<file path="src/rtl/mem_access_ctrl.sv">
// MEM-stage load/store bus controller: one req/ack transaction per op, k+1 stall cycles for k BUSY cycles.
// Holds the pipeline via mem_stall until ack (DONE) or timeout abort (ERR); no request queueing.
module mem_access_ctrl #(
  parameter int ADDR_W  = 32,
  parameter int DATA_W  = 32,
  parameter int TIMEOUT = 64
) (
  input  logic              clk,
  input  logic              rst,
  input  logic              mem_rd,
  input  logic              mem_wr,
  input  logic [ADDR_W-1:0] addr,
  input  logic [DATA_W-1:0] wdata,
  output logic              mem_stall,
  output logic [DATA_W-1:0] rdata,
  output logic              rdata_valid,
  output logic              bus_err,
  output logic              bus_req,
  output logic              bus_we,
  output logic [ADDR_W-1:0] bus_addr,
  output logic [DATA_W-1:0] bus_wdata,
  input  logic              bus_ack,
  input  logic [DATA_W-1:0] bus_rdata
);

  localparam logic [1:0] S_IDLE = 2'd0;
  localparam logic [1:0] S_BUSY = 2'd1;
  localparam logic [1:0] S_DONE = 2'd2;
  localparam logic [1:0] S_ERR  = 2'd3;

  // A zero TIMEOUT still needs a legal 1-bit timer even though it is never compared.
  localparam int TW       = (TIMEOUT > 0) ? $clog2(TIMEOUT + 1) : 1;
  localparam int T_LAST_I = (TIMEOUT > 0) ? (TIMEOUT - 1) : 0;
  localparam logic [TW-1:0] T_LAST = T_LAST_I[TW-1:0];
  localparam logic [TW-1:0] T_MAX  = '1;

  logic [1:0]    state;
  logic [TW-1:0] timer;

  assign bus_req     = (state == S_BUSY);
  assign rdata_valid = (state == S_DONE) && !bus_we;
  assign bus_err     = (state == S_ERR);
  assign mem_stall   = ((state == S_IDLE) && (mem_rd || mem_wr)) || (state == S_BUSY);

  always_ff @(posedge clk) begin
    if (rst) begin
      state     <= S_IDLE;
      bus_we    <= 1'b0;
      bus_addr  <= '0;
      bus_wdata <= '0;
      rdata     <= '0;
      timer     <= '0;
    end else begin
      case (state)
        S_IDLE: begin
          if (mem_rd || mem_wr) begin
            bus_we    <= mem_wr;
            bus_addr  <= addr;
            bus_wdata <= wdata;
            timer     <= '0;
            state     <= S_BUSY;
          end
        end
        S_BUSY: begin
          // Ack takes priority over a timer expiring in the same cycle.
          if (bus_ack) begin
            if (!bus_we) rdata <= bus_rdata;
            state <= S_DONE;
          end else if ((TIMEOUT != 0) && (timer == T_LAST)) begin
            rdata <= '0;
            state <= S_ERR;
          end else if (timer != T_MAX) begin
            timer <= timer + 1'b1;
          end
        end
        // The op in MEM still shows mem_rd/mem_wr here; it is the one completing, so ignore it.
        S_DONE:  state <= S_IDLE;
        S_ERR:   state <= S_IDLE;
        default: state <= S_IDLE;
      endcase
    end
  end

endmodule

</file>
<file path="config.mk">
export PLATFORM = sky130hd
export DESIGN_NAME = mem_access_ctrl
export DESIGN_NICKNAME = d
export VERILOG_FILES = /design/src/rtl/mem_access_ctrl.sv
export SDC_FILE = /design/constraint.sdc
export NUM_CORES = 1
export LEC_CHECK = 0
export ABC_AREA = 1
export CORE_MARGIN = 3
export CORE_UTILIZATION = 41
export DETAILED_ROUTE_END_ITERATION = 6
export PLACE_DENSITY_LB_ADDON = 0.25
export SETUP_SLACK_MARGIN = 0.05
export SLEW_MARGIN = 20
export SYNTH_ARGS = -nofsm -noshare
export SYNTH_HDL_FRONTEND = slang
export SYNTH_SLANG_ARGS = --single-unit
</file>
<file path="constraint.sdc">
create_clock -name clk -period 2.3 [get_ports clk]
set_clock_uncertainty 0.15 [all_clocks]
set_input_delay 0.575 -clock clk [delete_from_list [all_inputs] [get_ports clk]]
set_output_delay 0.575 -clock clk [all_outputs]
set_load 0.01 [all_outputs]
</file>
==> out/metrics.cfg <==
[die]
start_util_pct = 42.4
fp.dieW_um = 107
die_h_um = 107
ios = 202
placement_rows = 36
core_area_um2 = 9820
dieArea_um2 = 11400

[yosys]
syn_nets = 689
ys.flop_type = dfxtp_1
netlist_instances = 587
yosysTopAreaCellShare_pct = 51.0
avgSynthCellArea_um2 = 7.09
yosys-top-cells-area = dfxtp_1 51%, nor2_1 18%, nand2_1 7.9%
async_flop_share_pct = 0
syn_area_um2 = 4160
synth-warning-count = 0
yosysUniqueCellTypes = 23
seq_area_frac_synth_pct = 51.0
synth_top_area_cell = dfxtp_1
synth-edff-count = 0
ys_ff_latch = 106

[clocking]
cts_setup_buffers = 0
cts_sinks = 106
cts_root_buf = clkbuf_8
holdBufCountCts = 0
clk_path_buf_depth = 2
cts_resized = 3
path_clk_slew_ps = 100
worst_skew_pair.late_latency_ps = 360
tritoncts = done
numCtsBuffers = 9
cts-htree-levels = 3

[run]
cap_violations = 0

[place]
gp_congestion = 0.760
port_buffers = 201
placed_area_um2 = 6350
dp_cells = 899
dp_hpwl_mm = 8.89

[route]
wl_per_cell_um = 13.5
routed_wl_mm = 12.4
remaining_drc_errors = 0
first_iter_violations = 175
dr.pass1.iters = 4
vias_per_cell = 4.70
vias = 4303
drtAntennaViolNets = 0

[power_and_ir_drop]
p_total_mw = 4.47
pwr_density_cell_nw_per_um2 = 680
peakVddDrop_mv = 0.322
leakagePower_nw = 2.82

[timing]
relSlewSlack_pct = 72.6
max_freq_mhz = 468
rsz0062_at_grt = no
setup_violations = 0
drv_slew = 0
fin_crit_ps = 2140
hold_viol = 0
finalCritPeriodShare_pct = 93.0
worst_pin_slew_ps = 411

[final_layout]
fin_area_um2 = 6580
area_growth_pct = 58.0
fin_util_pct = 67.0
layout_commonest_cell = nor2_1
instances_no_fill = 915
layout_common_cells = 202 x nor2_1, 198 x clkdlybuf4s50_1, 104 x dfxtp_1, 87 x nand2_1, 60 x o21ai_0
diodes = 0
drive_gt1_share_pct = 5.12
final_net_count = 879

[global_route]
grt_pass1_vias = 4061
overflow = 0
antenna_found_initial = 0
grt_use_total_pct = 21.1
grt_max_degree = 69
grt_pass1_wl_mm = 19.6

[status]
status = finished clean

[setup_path]
cp_slowest_stage_delay_ps = 590
required_ps = 1570
crit_slowest_cell = clkdlybuf4s50_1
path_class = flip-flop to primary output
startpoint_type = flip-flop
critical_path_arrival_ps = 1410
worstPathCellList = clkdlybuf4s50_1
critPathCaptureType = primary output
cp_max_fo = 4
path_buf_inv = 1
crit_family = buffers and inverters

[min_path]
hp-class = flip-flop to flip-flop

cell usage after synthesis (2+ instances only):
| cell | count |
|---|---|
| a21oi_1 | 5 |
| buf_2 | 12 |
| buf_6 | 2 |
| clkbuf_1 | 20 |
| dfxtp_1 | 106 |
| inv_1 | 32 |
| nand2_1 | 88 |
| nand2_2 | 2 |
| nand3_1 | 40 |
| nand4_1 | 2 |
| nor2_1 | 202 |
| nor2_2 | 2 |
| nor3_1 | 2 |
| o21ai_0 | 60 |
| o21ai_1 | 4 |
final cells by class:
| cell class | count | area (µm²) |
|---|---|---|
| flip-flops and latches | 106 | 2130 |
| well taps | 133 | 166 |
| inverters | 32 | 120 |
| clock inverters | 4 | 75.1 |
| repair buffers | 214 | 2180 |
| multi-input cells | 414 | 1760 |
| fillers | 883 | 3240 |
| clock buffers | 12 | 145 |
state kept, by name, summed over array words and instances (netlist names):
signal     cells
bus_addr      32
bus_we         1
state          2
rdata         32
timer          7
bus_wdata     32
worst paths after layout:
kind | end | depth (start not counted) | slack [ps] | startpoint
worst max-delay path | bus_we | 1 | 160 | bus_we$_SDFFE_PP0P_
worst min-delay path | rdata[5]$_SDFFE_PP0P_ | 2 | 340 | rdata[5]$_SDFFE_PP0P_
worst max register to register | timer[0]$_SDFFE_PP0P_ | 7 | 500 | state[0]$_SDFFE_PP0P_
worst min register to register | rdata[5]$_SDFFE_PP0P_ | 2 | 340 | rdata[5]$_SDFFE_PP0P_
cells by family after synthesis:
family          after synthesis  share of synthesized area, %
simple gates                342                          33.0
buf+inv                      67                          6.86
xor+xnor                      1                         0.211
compound gates               70                          8.69
fa+ha+maj                     1                         0.301
flops                       106                          51.0
stage by stage:
stage	setup TNS (ps)	hold slack, ps	setup WS (ps)
6_report	0	337	162
3_5_place_dp	-12850	320	-304
5_1_grt	0	362	75.2
3_3_place_gp	-11190	312	-230
4_1_cts	0	339	36.2
2_1_floorplan	0	289	435
metal layers:
metal	global-route usage (%)	wire length [µm]	vias up
met5	0	0	-
met4	6.03	182	0
met3	9.15	1330	12
met2	34.7	5730	164
met1	25.1	5110	1919
li1	-	-	2208
power by group:
part	switching (mW)	leakage, nW	internal (mW)	total [mW]
logic	0.507	1.84	0.593	1.10
clock network	0.630	0.103	0.645	1.28
registers	0.0926	0.876	2.00	2.10
total	1.23	2.82	3.24	4.47
No activity file was read; power rests on OpenSTA's default activity.
